`src/rtl/usb_serial_tx_arbiter_if.sv`:
```
// Bundle between the tx byte requesters, the FIFO-PHY tx push port and the
// arbiter. Also carries read-only debug taps of the arbiter state.
interface usb_serial_tx_arbiter_if #(
    parameter int NREQ     = 4,
    parameter int MAXBURST = 16,
    parameter int IDLETMO  = 8
);
    localparam int PW = (NREQ > 1) ? $clog2(NREQ) : 1;
    localparam int BW = $clog2(MAXBURST + 1);
    localparam int IW = $clog2(IDLETMO + 1);

    // Handshake: requester n holds req_stb_i[n]/req_data_i/req_last_i stable
    // until req_rdy_o[n]; a byte moves in any cycle where stb and rdy are both
    // high, and that same cycle fifo_push_o carries it while fifo_full_i is low.
    logic [NREQ-1:0]   req_stb_i;
    logic [8*NREQ-1:0] req_data_i;
    logic [NREQ-1:0]   req_last_i;
    logic [NREQ-1:0]   req_rdy_o;
    logic [NREQ-1:0]   gnt_o;
    logic              fifo_push_o;
    logic [7:0]        fifo_data_o;
    logic              fifo_full_i;

    logic              dbg_state_o;  // 0 = IDLE, 1 = OWN
    logic [PW-1:0]     dbg_ptr_o;
    logic [BW-1:0]     dbg_bcnt_o;
    logic [IW-1:0]     dbg_icnt_o;

    modport master (
        input  req_stb_i, req_data_i, req_last_i, fifo_full_i,
        output req_rdy_o, gnt_o, fifo_push_o, fifo_data_o,
        output dbg_state_o, dbg_ptr_o, dbg_bcnt_o, dbg_icnt_o
    );

    modport slave (
        output req_stb_i, req_data_i, req_last_i, fifo_full_i,
        input  req_rdy_o, gnt_o, fifo_push_o, fifo_data_o,
        input  dbg_state_o, dbg_ptr_o, dbg_bcnt_o, dbg_icnt_o
    );
endinterface

```
`src/rtl/usb_serial_tx_arbiter.sv`:
```
// Message-granular round-robin arbiter for the FIFO-PHY tx push port.
// An owner keeps the port until last byte, burst limit or idle timeout.
module usb_serial_tx_arbiter #(
    parameter int NREQ     = 4,
    parameter int MAXBURST = 16,
    parameter int IDLETMO  = 8
) (
    input logic                     clk_i,
    input logic                     rst_i,
    usb_serial_tx_arbiter_if.master arb
);
    localparam int PW = (NREQ > 1) ? $clog2(NREQ) : 1;
    localparam int BW = $clog2(MAXBURST + 1);
    localparam int IW = $clog2(IDLETMO + 1);
    localparam logic [BW-1:0] BLAST = BW'(MAXBURST - 1);
    localparam logic [IW-1:0] ILAST = IW'(IDLETMO - 1);
    localparam logic [PW-1:0] PMAX  = PW'(NREQ - 1);

    typedef enum logic {S_IDLE = 1'b0, S_OWN = 1'b1} state_t;

    state_t        state_q, state_d;
    logic [PW-1:0] gidx_q, gidx_d;
    logic [PW-1:0] ptr_q, ptr_d;
    logic [BW-1:0] bcnt_q, bcnt_d;
    logic [IW-1:0] icnt_q, icnt_d;

    logic          pick_found;
    logic [PW-1:0] pick_idx;
    logic [PW-1:0] cand;
    logic [PW-1:0] gidx_inc;
    logic          own_stb;
    logic          xfer;
    logic          release_c;

    // First requesting index at or after the round-robin pointer.
    always_comb begin
        pick_found = 1'b0;
        pick_idx   = '0;
        cand       = '0;
        for (int i = 0; i < NREQ; i++) begin
            cand = PW'((int'(ptr_q) + i) % NREQ);
            if (!pick_found && arb.req_stb_i[cand]) begin
                pick_found = 1'b1;
                pick_idx   = cand;
            end
        end
    end

    assign gidx_inc = (gidx_q == PMAX) ? '0 : gidx_q + 1'b1;

    always_comb begin
        state_d   = state_q;
        gidx_d    = gidx_q;
        ptr_d     = ptr_q;
        bcnt_d    = bcnt_q;
        icnt_d    = icnt_q;
        own_stb   = arb.req_stb_i[gidx_q];
        xfer      = 1'b0;
        release_c = 1'b0;
        unique case (state_q)
            S_IDLE: begin
                bcnt_d = '0;
                icnt_d = '0;
                if (pick_found) begin
                    state_d = S_OWN;
                    gidx_d  = pick_idx;
                end
            end
            S_OWN: begin
                xfer = own_stb & ~arb.fifo_full_i;
                if (xfer) begin
                    bcnt_d    = bcnt_q + 1'b1;
                    icnt_d    = '0;
                    release_c = arb.req_last_i[gidx_q] | (bcnt_q == BLAST);
                end else if (!own_stb) begin
                    icnt_d    = icnt_q + 1'b1;
                    release_c = (icnt_q == ILAST);
                end
                // A stall (stb high, FIFO full) leaves both counters alone.
                if (release_c) begin
                    state_d = S_IDLE;
                    ptr_d   = gidx_inc;
                end
            end
            default: state_d = S_IDLE;
        endcase
        if (rst_i) begin
            xfer = 1'b0;
        end
    end

    always_ff @(posedge clk_i) begin
        if (rst_i) begin
            state_q <= S_IDLE;
            gidx_q  <= '0;
            ptr_q   <= '0;
            bcnt_q  <= '0;
            icnt_q  <= '0;
        end else begin
            state_q <= state_d;
            gidx_q  <= gidx_d;
            ptr_q   <= ptr_d;
            bcnt_q  <= bcnt_d;
            icnt_q  <= icnt_d;
        end
    end

    assign arb.fifo_push_o = xfer;
    assign arb.req_rdy_o   = xfer ? (NREQ'(1) << gidx_q) : '0;
    assign arb.gnt_o       = (state_q == S_OWN) ? (NREQ'(1) << gidx_q) : '0;
    assign arb.fifo_data_o = ((state_q == S_OWN) && !rst_i) ?
                             arb.req_data_i[{gidx_q, 3'b000} +: 8] : 8'h00;

    assign arb.dbg_state_o = (state_q == S_OWN);
    assign arb.dbg_ptr_o   = ptr_q;
    assign arb.dbg_bcnt_o  = bcnt_q;
    assign arb.dbg_icnt_o  = icnt_q;
endmodule

```
`src/flat_wrapper.sv`:
```
// flat-port wrapper written by rule: the top's interface ports become plain ports
module usb_serial_tx_arbiter_flat 
#(
    parameter int NREQ     = 4,
    parameter int MAXBURST = 16,
    parameter int IDLETMO  = 8
)
  (clk_i, rst_i, arb_req_stb_i, arb_req_data_i, arb_req_last_i, arb_fifo_full_i, arb_req_rdy_o, arb_gnt_o, arb_fifo_push_o, arb_fifo_data_o, arb_dbg_state_o, arb_dbg_ptr_o, arb_dbg_bcnt_o, arb_dbg_icnt_o);
  usb_serial_tx_arbiter_if #(.NREQ(NREQ), .MAXBURST(MAXBURST), .IDLETMO(IDLETMO)) arb_i ();
  input logic clk_i;
  input logic rst_i;
  input wire logic [$bits(arb_i.req_stb_i)-1:0] arb_req_stb_i;
  input wire logic [$bits(arb_i.req_data_i)-1:0] arb_req_data_i;
  input wire logic [$bits(arb_i.req_last_i)-1:0] arb_req_last_i;
  input wire logic [$bits(arb_i.fifo_full_i)-1:0] arb_fifo_full_i;
  output wire logic [$bits(arb_i.req_rdy_o)-1:0] arb_req_rdy_o;
  output wire logic [$bits(arb_i.gnt_o)-1:0] arb_gnt_o;
  output wire logic [$bits(arb_i.fifo_push_o)-1:0] arb_fifo_push_o;
  output wire logic [$bits(arb_i.fifo_data_o)-1:0] arb_fifo_data_o;
  output wire logic [$bits(arb_i.dbg_state_o)-1:0] arb_dbg_state_o;
  output wire logic [$bits(arb_i.dbg_ptr_o)-1:0] arb_dbg_ptr_o;
  output wire logic [$bits(arb_i.dbg_bcnt_o)-1:0] arb_dbg_bcnt_o;
  output wire logic [$bits(arb_i.dbg_icnt_o)-1:0] arb_dbg_icnt_o;
  assign arb_i.req_stb_i = arb_req_stb_i;
  assign arb_i.req_data_i = arb_req_data_i;
  assign arb_i.req_last_i = arb_req_last_i;
  assign arb_i.fifo_full_i = arb_fifo_full_i;
  assign arb_req_rdy_o = arb_i.req_rdy_o;
  assign arb_gnt_o = arb_i.gnt_o;
  assign arb_fifo_push_o = arb_i.fifo_push_o;
  assign arb_fifo_data_o = arb_i.fifo_data_o;
  assign arb_dbg_state_o = arb_i.dbg_state_o;
  assign arb_dbg_ptr_o = arb_i.dbg_ptr_o;
  assign arb_dbg_bcnt_o = arb_i.dbg_bcnt_o;
  assign arb_dbg_icnt_o = arb_i.dbg_icnt_o;
  usb_serial_tx_arbiter #(.NREQ(NREQ), .MAXBURST(MAXBURST), .IDLETMO(IDLETMO)) u_core (.clk_i(clk_i), .rst_i(rst_i), .arb(arb_i));
endmodule
```
`config.mk`:
```
export PLATFORM = sky130hd
export DESIGN_NAME = usb_serial_tx_arbiter_flat
export DESIGN_NICKNAME = d
export VERILOG_FILES = /design/src/rtl/usb_serial_tx_arbiter_if.sv /design/src/rtl/usb_serial_tx_arbiter.sv /design/src/flat_wrapper.sv
export SDC_FILE = /design/constraint.sdc
export NUM_CORES = 1
export LEC_CHECK = 0
export BUFFER_PORTS_ARGS = -buffer_cell sky130_fd_sc_hd__buf_4
export CORE_MARGIN = 1.5
export CORE_UTILIZATION = 44
export CTS_BUF_LIST = sky130_fd_sc_hd__clkbuf_8
export CTS_CLUSTER_DIAMETER = 150
export CTS_CLUSTER_SIZE = 30
export DETAILED_ROUTE_END_ITERATION = 10
export GPL_TIMING_DRIVEN = 0
export PLACE_DENSITY = 0.94
export SKIP_LAST_GASP = 1
export SLEW_MARGIN = 30
export SYNTH_ARGS = -nofsm -noshare
export SYNTH_HDL_FRONTEND = slang
export SYNTH_SLANG_ARGS = --single-unit
```
`constraint.sdc`:
```
create_clock -name clk_i -period 2.1 [get_ports clk_i]
set_input_delay 0.21 -clock clk_i [delete_from_list [all_inputs] [get_ports clk_i]]
set_output_delay 0.21 -clock clk_i [all_outputs]
set_load 0.01 [all_outputs]
```
==> results of run 1 <==
-- where the power goes --
| group | internal (uW) | leakage, uW | total [uW] | switching, uW |
|---|---|---|---|---|
| Clock | 166 | 0.0000288 | 256 | 90.3 |
| Sequential | 274 | 0.000114 | 286 | 12.1 |
| Combinational | 142 | 0.000659 | 235 | 93.5 |
| Total | 582 | 0.000802 | 777 | 196 |
-- kinds of logic (layout without fill, tap and decap cells) --
kind of cell	after synthesis	after routing
adder cells (fa/ha/maj)	7	7
AO/OA/AOI/OAI	17	17
buffers and inverters	13	87
AND/OR/NAND/NOR	55	55
XOR/XNOR	3	3
flip-flops	14	14
multiplexers	14	14
-- worst max path at each step --
stage | to | depth (start not counted) | start | slack [ps]
finish | arb_req_rdy_o[3] | 4 | u_core.gidx_q[0] | 100
global placement | arb_req_rdy_o[3] | 5 | u_core.gidx_q[0] | -10
CTS | arb_fifo_data_o[5] | 4 | u_core.gidx_q[0] | 10
global route | arb_req_rdy_o[3] | 4 | u_core.gidx_q[0] | 30
detailed placement | arb_req_rdy_o[3] | 5 | u_core.gidx_q[0] | -40
floorplan | u_core.arb.dbg_ptr_o[0] | 4 | u_core.gidx_q[0] | 210
-- layout make-up --
type                    instances  area [um2]  share of cell area [%]
multi-input cells              96         798                    45.4
repair buffers                 71         533                    30.3
flip-flops and latches         14         284                    16.2
clock buffers                   4        55.1                    3.13
well taps                      30        37.5                    2.14
plain buffers                   6        27.5                    1.57
inverters                       6        22.5                    1.28
-- cell usage after synthesis --
cell,number,area (um2)
sky130_fd_sc_hd__a211oi_1,1,7.51
sky130_fd_sc_hd__a21oi_1,8,40.0
sky130_fd_sc_hd__and2_1,18,113
sky130_fd_sc_hd__and3_1,3,18.8
sky130_fd_sc_hd__buf_1,2,7.51
sky130_fd_sc_hd__buf_2,1,5.00
sky130_fd_sc_hd__clkbuf_1,4,15.0
sky130_fd_sc_hd__dfxtp_1,14,280
sky130_fd_sc_hd__ha_1,7,87.6
sky130_fd_sc_hd__inv_1,6,22.5
sky130_fd_sc_hd__mux2_4,1,15.0
sky130_fd_sc_hd__mux2i_1,3,30.0
sky130_fd_sc_hd__mux4_2,10,225
sky130_fd_sc_hd__nand2_1,3,11.3
sky130_fd_sc_hd__nand2b_1,6,37.5
sky130_fd_sc_hd__nand3_1,4,20.0
sky130_fd_sc_hd__nor2_1,12,45.0
sky130_fd_sc_hd__nor2b_1,3,18.8
sky130_fd_sc_hd__nor3_1,1,5.00
sky130_fd_sc_hd__nor3b_1,2,15.0
sky130_fd_sc_hd__nor4_1,1,6.26
sky130_fd_sc_hd__o2111ai_1,1,8.76
sky130_fd_sc_hd__o21a_1,1,7.51
sky130_fd_sc_hd__o21ai_0,2,10.0
sky130_fd_sc_hd__o221ai_1,1,8.76
sky130_fd_sc_hd__o31a_1,2,17.5
sky130_fd_sc_hd__o41a_1,1,11.3
sky130_fd_sc_hd__or2_2,1,6.26
sky130_fd_sc_hd__or3_1,1,6.26
sky130_fd_sc_hd__xnor2_1,1,8.76
sky130_fd_sc_hd__xor2_1,2,17.5
-- per-layer routing --
metal	part of all wire (%)	GRT usage, %
met3	11	3.89
met5	0	0
met2	53	44.2
met1	35	23.4
met4	1.2	6.84
-- flip-flops by register name, summed over array words and instances, names as in the netlist --
register,count
u_core.arb.dbg_ptr_o,2
u_core.arb.dbg_state_o,1
u_core.arb.dbg_bcnt_o,5
u_core.gidx_q,2
u_core.arb.dbg_icnt_o,4
-- per-stage QoR --
stage,cell area [um2],setup TNS [ps]
after floorplan,1130,0
after global placement,1690,-11.5
after detailed placement,1690,-140
after CTS,1750,0
after global routing,1760,0
final,1760,0
-- repair_timing --
item                       in CTS  in global routing
setup endpoints to repair      12                 14
setup buffers                   1                  0
gates resized for setup         1                  3
-- critical path, stage by stage, from the launching register on --
cell and delay (ps):
sky130_fd_sc_hd__dfxtp_4 400, sky130_fd_sc_hd__mux4_2 560, sky130_fd_sc_hd__and3_1 260, sky130_fd_sc_hd__and2_1 180, sky130_fd_sc_hd__buf_4 140
-- layout by cell type (no fill, tap or decap), types with 3 or more instances in the layout --
| master | instances |
|---|---|
| sky130_fd_sc_hd__and3_1 | 3 |
| sky130_fd_sc_hd__a21oi_1 | 8 |
| sky130_fd_sc_hd__nand3_1 | 4 |
| sky130_fd_sc_hd__nand2_1 | 3 |
| sky130_fd_sc_hd__buf_4 | 71 |
| sky130_fd_sc_hd__dfxtp_1 | 13 |
| sky130_fd_sc_hd__mux2i_1 | 3 |
| sky130_fd_sc_hd__nor2_1 | 12 |
| sky130_fd_sc_hd__inv_1 | 6 |
| sky130_fd_sc_hd__clkbuf_8 | 4 |
| sky130_fd_sc_hd__mux4_2 | 10 |
| sky130_fd_sc_hd__ha_1 | 7 |
| sky130_fd_sc_hd__and2_1 | 18 |
| sky130_fd_sc_hd__clkbuf_1 | 3 |
| sky130_fd_sc_hd__nor2b_1 | 3 |
| sky130_fd_sc_hd__nand2b_1 | 6 |
==> flow_results.xml, run 1 <==
<?xml version="1.0" encoding="UTF-8"?>
<metrics>
  <group name="worst_setup_path">
    <metric name="critPathRequiredTime" unit="ps">1890</metric>
    <metric name="worstSetupEndpointType" unit="">output port</metric>
    <metric name="arrival_time_worst_endpoint" unit="ps">1790</metric>
    <metric name="worstReg2RegEnd" unit="">u_core.arb.dbg_ptr_o[0]</metric>
    <metric name="crit-reg2reg-launch" unit="">u_core.gidx_q[0]</metric>
    <metric name="worstSetupStartpointType" unit="">flip-flop</metric>
    <metric name="rr_worst_depth" unit="">5</metric>
    <metric name="critical_path_peak_fanout" unit="">6</metric>
    <metric name="path_class" unit="">flip-flop to output port</metric>
    <metric name="reg2reg_slack" unit="ps">110</metric>
  </group>
  <group name="sta">
    <metric name="final_hold_viol_count" unit="">0</metric>
    <metric name="timing.final.max_slew_violations" unit="">0</metric>
    <metric name="hold_ws" unit="ps">269</metric>
    <metric name="slew_at_the_pin_closest_to_its_max_slew_limit" unit="ps">459</metric>
    <metric name="finalCritPeriodShare" unit="%">95.1</metric>
    <metric name="worst_clock_skew" unit="ps">2.94</metric>
    <metric name="setup-violations-final" unit="">0</metric>
    <metric name="period_minus_slack" unit="ps">2000</metric>
    <metric name="slew_headroom" unit="%">69.3</metric>
    <metric name="setup_ws" unit="ps">104</metric>
    <metric name="rsz0062_at_grt" unit="">no</metric>
    <metric name="max_freq" unit="GHz">0.501</metric>
  </group>
  <group name="cts">
    <metric name="hold_buffers" unit="">0</metric>
    <metric name="tritoncts.num_buffers" unit="">3</metric>
    <metric name="cts_max_path_buffers" unit="">2</metric>
    <metric name="cts_max_level" unit="">1</metric>
    <metric name="tritoncts" unit="">built</metric>
    <metric name="cts_root_buf" unit="">sky130_fd_sc_hd__clkbuf_8</metric>
    <metric name="clock_sinks" unit="">14</metric>
    <metric name="clk_latency" unit="ps">240</metric>
    <metric name="path_clk_slew" unit="ps">60</metric>
  </group>
  <group name="drt">
    <metric name="wl_per_cell" unit="um">14.3</metric>
    <metric name="viasPerCell" unit="">5.43</metric>
    <metric name="drtPass1Iterations" unit="">4</metric>
    <metric name="finalWirelength" unit="um">3240</metric>
    <metric name="drt-initial-drc-count" unit="">21</metric>
    <metric name="ant_nets" unit="">0</metric>
    <metric name="route.detailed.drc" unit="">0</metric>
    <metric name="via_count" unit="">1233</metric>
  </group>
  <group name="synthesis">
    <metric name="synth_area" unit="um2">1130</metric>
    <metric name="mappedNetlistNets" unit="">173</metric>
    <metric name="synthesis.yosys.warnings" unit="">0</metric>
    <metric name="synth_compound_area_share" unit="%">9.87</metric>
    <metric name="synth_xor_area_share" unit="%">2.33</metric>
    <metric name="synthDistinctLibCells" unit="">31</metric>
    <metric name="seq_cells_post_synth" unit="">14</metric>
    <metric name="post_synth_inst_count" unit="">123</metric>
    <metric name="yosys.area_share.adder" unit="%">7.76</metric>
    <metric name="synth_area_per_cell" unit="um2">9.18</metric>
    <metric name="synth_top_family_by_area" unit="">simple AND/OR/NAND/NOR gates</metric>
    <metric name="synth-simple-area-share" unit="%">26.8</metric>
    <metric name="muxShareOfSynthArea" unit="%">23.9</metric>
    <metric name="register_area_share_after_synthesis" unit="%">24.8</metric>
  </group>
  <group name="job">
    <metric name="max_cap_violations" unit="">0</metric>
  </group>
  <group name="worst_hold_path">
    <metric name="timing.hold.worst_path_depth" unit="">3</metric>
    <metric name="hold_path_startpoint" unit="">arb_fifo_full_i</metric>
    <metric name="holdCritPathClass" unit="">primary input to flip-flop</metric>
    <metric name="whs_endpoint" unit="">u_core.arb.dbg_icnt_o[1]</metric>
  </group>
  <group name="final_layout">
    <metric name="layout-drive-gt1-share" unit="%">45.7</metric>
    <metric name="layout.core_utilization" unit="%">71.6</metric>
    <metric name="fin_nets" unit="">248</metric>
    <metric name="fin_cells" unit="">227</metric>
    <metric name="final.fill_count" unit="">189</metric>
    <metric name="flow.area_growth_from_synthesis" unit="%">55.8</metric>
    <metric name="antenna_diode_count" unit="">0</metric>
  </group>
  <group name="floorplanning">
    <metric name="dieArea" unit="um2">2880</metric>
    <metric name="floorplan.die.width" unit="um">53.6</metric>
    <metric name="row_count" unit="">18</metric>
    <metric name="pin_count" unit="">72</metric>
    <metric name="standard_cell_core_area" unit="um2">2450</metric>
    <metric name="fp.dieH" unit="um">53.6</metric>
    <metric name="initial_utilization" unit="%">46.0</metric>
  </group>
  <group name="grt">
    <metric name="grt_max_degree" unit="">11</metric>
    <metric name="via_count_of_the_first_global_routing_pass" unit="">1144</metric>
    <metric name="globalRouteTotalUtil" unit="%">22.3</metric>
    <metric name="initial_antenna_violation_count" unit="">0</metric>
    <metric name="overflow" unit="">0</metric>
    <metric name="grt_pass1_wl" unit="um">4730</metric>
  </group>
  <group name="placement">
    <metric name="gp_routability_congestion" unit="">0.747</metric>
    <metric name="dp_slack" unit="ps">-43.5</metric>
    <metric name="dpl.hpwl" unit="um">2680</metric>
    <metric name="dp_cells" unit="">223</metric>
    <metric name="numPortBuffers" unit="">70</metric>
  </group>
  <group name="power_and_ir_drop">
    <metric name="finalPower" unit="uW">777</metric>
    <metric name="power.density" unit="nW/um2">442</metric>
    <metric name="vdd_drop_max" unit="V">0.000355</metric>
    <metric name="p_leak" unit="uW">0.000802</metric>
  </group>
  <group name="outcome">
    <metric name="status" unit="">finished, final reports clean</metric>
  </group>
</metrics>
(Power assumes the default switching activity.)
==> run 2, diff against run 1 <==
--- a/config.mk
+++ b/config.mk
@@ -8,7 +8,7 @@
 export BUFFER_PORTS_ARGS = -buffer_cell sky130_fd_sc_hd__buf_4
 export CORE_MARGIN = 1.5
 export CORE_UTILIZATION = 44
-export CTS_BUF_LIST = sky130_fd_sc_hd__clkbuf_8
+export CTS_BUF_LIST = sky130_fd_sc_hd__clkbuf_4
 export CTS_CLUSTER_DIAMETER = 150
 export CTS_CLUSTER_SIZE = 30
 export DETAILED_ROUTE_END_ITERATION = 10
==> flow_results.xml, run 2 (same netlist as run 1, synthesis figures left out) <==
<?xml version="1.0" encoding="UTF-8"?>
<metrics>
  <group name="outcome">
    <metric name="status" unit="">finished, final reports clean</metric>
  </group>
  <group name="worst_setup_path">
    <metric name="path_class" unit="">flip-flop to output port</metric>
    <metric name="worstSetupEndpointType" unit="">output port</metric>
    <metric name="critical_path_peak_fanout" unit="">5</metric>
    <metric name="worstSetupStartpointType" unit="">flip-flop</metric>
    <metric name="worstPathBufferInverterCount" unit="">1</metric>
    <metric name="critPathRequiredTime" unit="ps">1890</metric>
    <metric name="timing.critical_path.cells" unit="">mux4_2, and3_2, and2_1, buf_4</metric>
    <metric name="worst_path_dominant_cell_family" unit="">multiplexers</metric>
    <metric name="slowest_delay" unit="ps">550</metric>
    <metric name="arrival_time_worst_endpoint" unit="ps">1790</metric>
    <metric name="crit_slowest_cell" unit="">sky130_fd_sc_hd__mux4_2</metric>
  </group>
  <group name="cts">
    <metric name="clock_sinks" unit="">14</metric>
    <metric name="tritoncts.num_buffers" unit="">3</metric>
    <metric name="tritoncts" unit="">built</metric>
    <metric name="cts_root_buf" unit="">sky130_fd_sc_hd__clkbuf_4</metric>
    <metric name="hold_buffers" unit="">0</metric>
    <metric name="cts_max_level" unit="">1</metric>
    <metric name="cts_max_path_buffers" unit="">2</metric>
    <metric name="path_clk_slew" unit="ps">80</metric>
    <metric name="clk_latency" unit="ps">270</metric>
  </group>
  <group name="floorplanning">
    <metric name="row_count" unit="">18</metric>
    <metric name="initial_utilization" unit="%">46.0</metric>
    <metric name="pin_count" unit="">72</metric>
    <metric name="fp.dieH" unit="um">53.6</metric>
    <metric name="standard_cell_core_area" unit="um2">2450</metric>
    <metric name="dieArea" unit="um2">2880</metric>
    <metric name="floorplan.die.width" unit="um">53.6</metric>
  </group>
  <group name="drt">
    <metric name="wl_per_cell" unit="um">14.0</metric>
    <metric name="route.detailed.drc" unit="">0</metric>
    <metric name="drt-initial-drc-count" unit="">24</metric>
    <metric name="via_count" unit="">1233</metric>
    <metric name="viasPerCell" unit="">5.36</metric>
    <metric name="ant_nets" unit="">0</metric>
    <metric name="finalWirelength" unit="um">3210</metric>
    <metric name="drtPass1Iterations" unit="">4</metric>
  </group>
  <group name="power_and_ir_drop">
    <metric name="p_leak" unit="uW">0.000805</metric>
    <metric name="power.density" unit="nW/um2">387</metric>
    <metric name="vdd_drop_max" unit="V">0.000407</metric>
  </group>
  <group name="sta">
    <metric name="timing.final.max_slew_violations" unit="">0</metric>
    <metric name="setup-violations-final" unit="">0</metric>
    <metric name="period_minus_slack" unit="ps">2000</metric>
    <metric name="rsz0062_at_grt" unit="">no</metric>
    <metric name="finalCritPeriodShare" unit="%">95.4</metric>
    <metric name="worst_clock_skew" unit="ps">4.81</metric>
    <metric name="final_hold_viol_count" unit="">0</metric>
    <metric name="max_freq" unit="GHz">0.499</metric>
    <metric name="slew_headroom" unit="%">69.4</metric>
    <metric name="slew_at_the_pin_closest_to_its_max_slew_limit" unit="ps">458</metric>
  </group>
  <group name="placement">
    <metric name="gp_routability_congestion" unit="">0.747</metric>
    <metric name="numPortBuffers" unit="">70</metric>
    <metric name="dpl.hpwl" unit="um">2680</metric>
    <metric name="post_dp_cell_area" unit="um2">1690</metric>
  </group>
  <group name="worst_hold_path">
    <metric name="holdCritPathClass" unit="">primary input to flip-flop</metric>
  </group>
  <group name="grt">
    <metric name="globalRouteTotalUtil" unit="%">21.5</metric>
    <metric name="via_count_of_the_first_global_routing_pass" unit="">1116</metric>
    <metric name="grt_max_degree" unit="">12</metric>
    <metric name="overflow" unit="">0</metric>
    <metric name="initial_antenna_violation_count" unit="">0</metric>
    <metric name="grt_pass1_wl" unit="um">4600</metric>
  </group>
  <group name="final_layout">
    <metric name="flow.area_growth_from_synthesis" unit="%">55.3</metric>
    <metric name="layout-drive-gt1-share" unit="%">46.5</metric>
    <metric name="antenna_diode_count" unit="">0</metric>
    <metric name="largest_reg_flops" unit="">5</metric>
    <metric name="fin_nets" unit="">251</metric>
    <metric name="layout.core_utilization" unit="%">71.4</metric>
    <metric name="final_cell_mix" unit="">74 x sky130_fd_sc_hd__buf_4, 18 x sky130_fd_sc_hd__and2_1, 13 x sky130_fd_sc_hd__dfxtp_1</metric>
    <metric name="final_design_area_no_fill" unit="um2">1750</metric>
    <metric name="layout_commonest_cell" unit="">sky130_fd_sc_hd__buf_4</metric>
  </group>
  <group name="job">
    <metric name="max_cap_violations" unit="">0</metric>
  </group>
</metrics>
## run 2: tightest hold or removal path, cell delays in order
cell and delay [ps]:
sky130_fd_sc_hd__buf_4 110, sky130_fd_sc_hd__nand3_1 80, sky130_fd_sc_hd__a21oi_1 60
## run 2: repair_timing
item | CTS | global route
cloned | 0 | 0
resized for setup | 3 | 2
endpoints found under the setup margin | 12 | 11
buffers inserted | 1 | 3
## run 2: metal layers
metal | vias to the layer above | share of wire (%) | GRT usage, %
met3 | 4 | 12 | 4.44
met2 | 73 | 54 | 43.2
met1 | 563 | 34 | 22.6
met4 | 0 | 0.81 | 4.70
met5 | - | 0 | 0
li1 | 593 | - | -
## run 2: final timing paths
check                                               from                        to  slack [ps]  cells past startpoint
worst min register to register  u_core.arb.dbg_icnt_o[3]  u_core.arb.dbg_icnt_o[3]         520                      2
worst max register to register          u_core.gidx_q[0]   u_core.arb.dbg_ptr_o[0]         200                      5
worst min-delay path                     arb_fifo_full_i  u_core.arb.dbg_icnt_o[1]         240                      3
worst max-delay path                    u_core.gidx_q[0]          arb_req_rdy_o[3]         100                      4
## run 2: layout make-up
cell class | count | area (um2)
Clock buffer | 3 | 22.5
Sequential cell | 14 | 284
Clock inverter | 1 | 3.75
Fill cell | 191 | 702
Multi-Input combinational cell | 96 | 800
Buffer | 6 | 27.5
Tap cell | 30 | 37.5
Timing Repair Buffer | 74 | 556
Inverter | 6 | 22.5
## run 2: per-stage QoR
| step | hold WS [ps] | total power [uW] | setup WS, ps | setup TNS (ps) | cells |
|---|---|---|---|---|---|
| after global placement | 489 | 515 | -10.5 | -11.5 | 223 |
| after floorplan | 376 | 409 | 212 | 0 | 123 |
| after global routing | 244 | 718 | 44.4 | 0 | 230 |
| after CTS | 230 | 673 | 14.9 | 0 | 227 |
| final | 238 | 678 | 97.3 | 0 | 230 |
| after detailed placement | 516 | 523 | -43.5 | -140 | 223 |
## run 2: power breakdown
group | leakage (uW) | internal, uW | switching [uW]
registers | 0.000114 | 273 | 10.9
clock network | 0.0000154 | 68.8 | 83.3
logic | 0.000675 | 147 | 94.5
total | 0.000805 | 489 | 189
==> run 3, diff against run 2 <==
==> constraint.sdc (replaced) <==
create_clock -name clk_i -period 2.1 [get_ports clk_i]
set_input_delay 0.21 -clock clk_i [delete_from_list [all_inputs] [get_ports clk_i]]
set_output_delay 0.21 -clock clk_i [all_outputs]
set_load 0.1 [all_outputs]
==> flow_results.xml, run 3 (same netlist as run 1, synthesis figures left out) <==
<?xml version="1.0" encoding="UTF-8"?>
<metrics>
  <group name="outcome">
    <metric name="status" unit="">finished, final reports clean</metric>
  </group>
  <group name="cts">
    <metric name="cts_max_level" unit="">1</metric>
    <metric name="cts_max_path_buffers" unit="">2</metric>
    <metric name="tritoncts.num_buffers" unit="">3</metric>
    <metric name="hold_buffers" unit="">0</metric>
    <metric name="tritoncts" unit="">built</metric>
    <metric name="clk_latency" unit="ps">280</metric>
    <metric name="path_clk_slew" unit="ps">80</metric>
    <metric name="cts_root_buf" unit="">sky130_fd_sc_hd__clkbuf_4</metric>
    <metric name="clock_sinks" unit="">14</metric>
  </group>
  <group name="drt">
    <metric name="via_count" unit="">1229</metric>
    <metric name="ant_nets" unit="">0</metric>
    <metric name="drt-initial-drc-count" unit="">18</metric>
    <metric name="wl_per_cell" unit="um">14.2</metric>
    <metric name="viasPerCell" unit="">5.34</metric>
    <metric name="route.detailed.drc" unit="">0</metric>
    <metric name="finalWirelength" unit="um">3260</metric>
    <metric name="drtPass1Iterations" unit="">4</metric>
  </group>
  <group name="sta">
    <metric name="period_minus_slack" unit="ps">2010</metric>
    <metric name="finalCritPeriodShare" unit="%">95.9</metric>
    <metric name="slew_headroom" unit="%">63.3</metric>
    <metric name="slew_at_the_pin_closest_to_its_max_slew_limit" unit="ps">546</metric>
    <metric name="fin_tns_setup" unit="ps">0</metric>
    <metric name="max_freq" unit="GHz">0.496</metric>
    <metric name="final_hold_viol_count" unit="">0</metric>
    <metric name="worst_clock_skew" unit="ps">1.97</metric>
    <metric name="setup-violations-final" unit="">0</metric>
    <metric name="rsz0062_at_grt" unit="">no</metric>
    <metric name="timing.final.max_slew_violations" unit="">0</metric>
    <metric name="setup_ws" unit="ps">85.3</metric>
  </group>
  <group name="worst_setup_path">
    <metric name="critPathRequiredTime" unit="ps">1890</metric>
    <metric name="crit_slowest_cell" unit="">sky130_fd_sc_hd__mux4_2</metric>
    <metric name="worstSetupEndpointType" unit="">output port</metric>
    <metric name="worstSetupStartpointType" unit="">flip-flop</metric>
    <metric name="arrival_time_worst_endpoint" unit="ps">1800</metric>
    <metric name="timing.critical_path.cells" unit="">mux4_2, and3_4, and2_4, buf_4</metric>
    <metric name="slowest_delay" unit="ps">550</metric>
    <metric name="critical_path_peak_fanout" unit="">5</metric>
    <metric name="worstPathBufferInverterCount" unit="">1</metric>
    <metric name="path_class" unit="">flip-flop to output port</metric>
    <metric name="worst_path_dominant_cell_family" unit="">multiplexers</metric>
  </group>
  <group name="job">
    <metric name="max_cap_violations" unit="">0</metric>
  </group>
  <group name="power_and_ir_drop">
    <metric name="internal-power" unit="uW">495</metric>
    <metric name="vdd_drop_max" unit="V">0.000471</metric>
    <metric name="part_of_the_power_in_combinational_logic" unit="%">47.2</metric>
    <metric name="power.density" unit="nW/um2">465</metric>
    <metric name="finalPower" unit="uW">827</metric>
    <metric name="power.switching_fraction" unit="%">40.1</metric>
    <metric name="seq_power_share" unit="%">34.4</metric>
    <metric name="power.clock.fraction" unit="%">18.4</metric>
    <metric name="p_leak" unit="uW">0.000815</metric>
    <metric name="switchingPower" unit="uW">332</metric>
  </group>
  <group name="floorplanning">
    <metric name="standard_cell_core_area" unit="um2">2450</metric>
    <metric name="dieArea" unit="um2">2880</metric>
    <metric name="initial_utilization" unit="%">46.0</metric>
    <metric name="floorplan.die.width" unit="um">53.6</metric>
    <metric name="pin_count" unit="">72</metric>
    <metric name="row_count" unit="">18</metric>
    <metric name="fp.dieH" unit="um">53.6</metric>
  </group>
  <group name="final_layout">
    <metric name="antenna_diode_count" unit="">0</metric>
    <metric name="layout_commonest_cell" unit="">sky130_fd_sc_hd__buf_4</metric>
    <metric name="fin_cells" unit="">230</metric>
    <metric name="final_cell_mix" unit="">75 x sky130_fd_sc_hd__buf_4, 14 x sky130_fd_sc_hd__and2_1, 12 x sky130_fd_sc_hd__nor2_1</metric>
    <metric name="final.fill_count" unit="">195</metric>
    <metric name="fin_nets" unit="">252</metric>
    <metric name="largest_reg_flops" unit="">5</metric>
    <metric name="flow.area_growth_from_synthesis" unit="%">57.8</metric>
    <metric name="layout-drive-gt1-share" unit="%">51.0</metric>
  </group>
  <group name="placement">
    <metric name="dp_cells" unit="">223</metric>
    <metric name="numPortBuffers" unit="">70</metric>
    <metric name="gp_routability_congestion" unit="">0.863</metric>
    <metric name="dpl.hpwl" unit="um">2590</metric>
    <metric name="dp_slack" unit="ps">-69.8</metric>
  </group>
  <group name="grt">
    <metric name="globalRouteTotalUtil" unit="%">23.1</metric>
    <metric name="overflow" unit="">0</metric>
    <metric name="grt_pass1_wl" unit="um">4850</metric>
    <metric name="via_count_of_the_first_global_routing_pass" unit="">1145</metric>
    <metric name="grt_max_degree" unit="">11</metric>
    <metric name="initial_antenna_violation_count" unit="">0</metric>
  </group>
  <group name="worst_hold_path">
    <metric name="holdCritPathClass" unit="">primary input to flip-flop</metric>
  </group>
</metrics>
run 3: per-layer routing:
metal	vias up	global-route usage, %	wire length (um)
met5	-	0	0
met4	0	10.3	23
li1	592	-	-
met2	57	42.2	1630
met3	4	6.67	298
met1	576	24.5	1310
run 3: tightest hold or removal path, stage by stage:
cell                      delay [ps]
sky130_fd_sc_hd__buf_4           120
sky130_fd_sc_hd__nand3_1          70
sky130_fd_sc_hd__a21oi_1          60
run 3: final cells by class:
type	count	area, um2	share of cell area, %
plain buffers	6	31.3	1.76
inverters	6	22.5	1.26
well taps	30	37.5	2.11
clock buffers	3	22.5	1.26
repair buffers	75	563	31.6
multi-input cells	96	816	45.8
flip-flops and latches	14	288	16.2
run 3: worst paths after layout:
path | cells after the start | start | endpoint | slack (ps)
worst max-delay path | 4 | u_core.gidx_q[0] | arb_req_rdy_o[1] | 90
worst min-delay path | 3 | arb_fifo_full_i | u_core.arb.dbg_icnt_o[1] | 210
worst max register to register | 5 | u_core.gidx_q[0] | u_core.arb.dbg_ptr_o[0] | 90
worst min register to register | 2 | u_core.arb.dbg_icnt_o[1] | u_core.arb.dbg_icnt_o[1] | 510
run 3: per-stage QoR:
| step | hold slack (ps) | cell area, um2 | utilization [%] |
|---|---|---|---|
| 6_report | 214 | 1780 | 72.5 |
| 5_1_grt | 229 | 1780 | 72.5 |
| 4_1_cts | 210 | 1760 | 71.7 |
| 3_5_place_dp | 496 | 1710 | 69.7 |
| 3_3_place_gp | 495 | 1710 | 69.7 |
| 2_1_floorplan | 378 | 1150 | - |
run 3: power by group through the flow:
stage / registers [uW] / clock network [uW] / logic [uW]
3_5_place_dp: 293 / 0 / 373
4_1_cts: 287 / 154 / 383
6_report: 285 / 152 / 390
3_3_place_gp: 292 / 0 / 366
2_1_floorplan: 333 / 0 / 214
5_1_grt: 286 / 168 / 412
run 3: what timing repair did:
action / CTS / global route
resized for setup: 4 / 2
setup buffers: 3 / 2
cloned: 0 / 0
endpoints found under the setup margin: 15 / 13
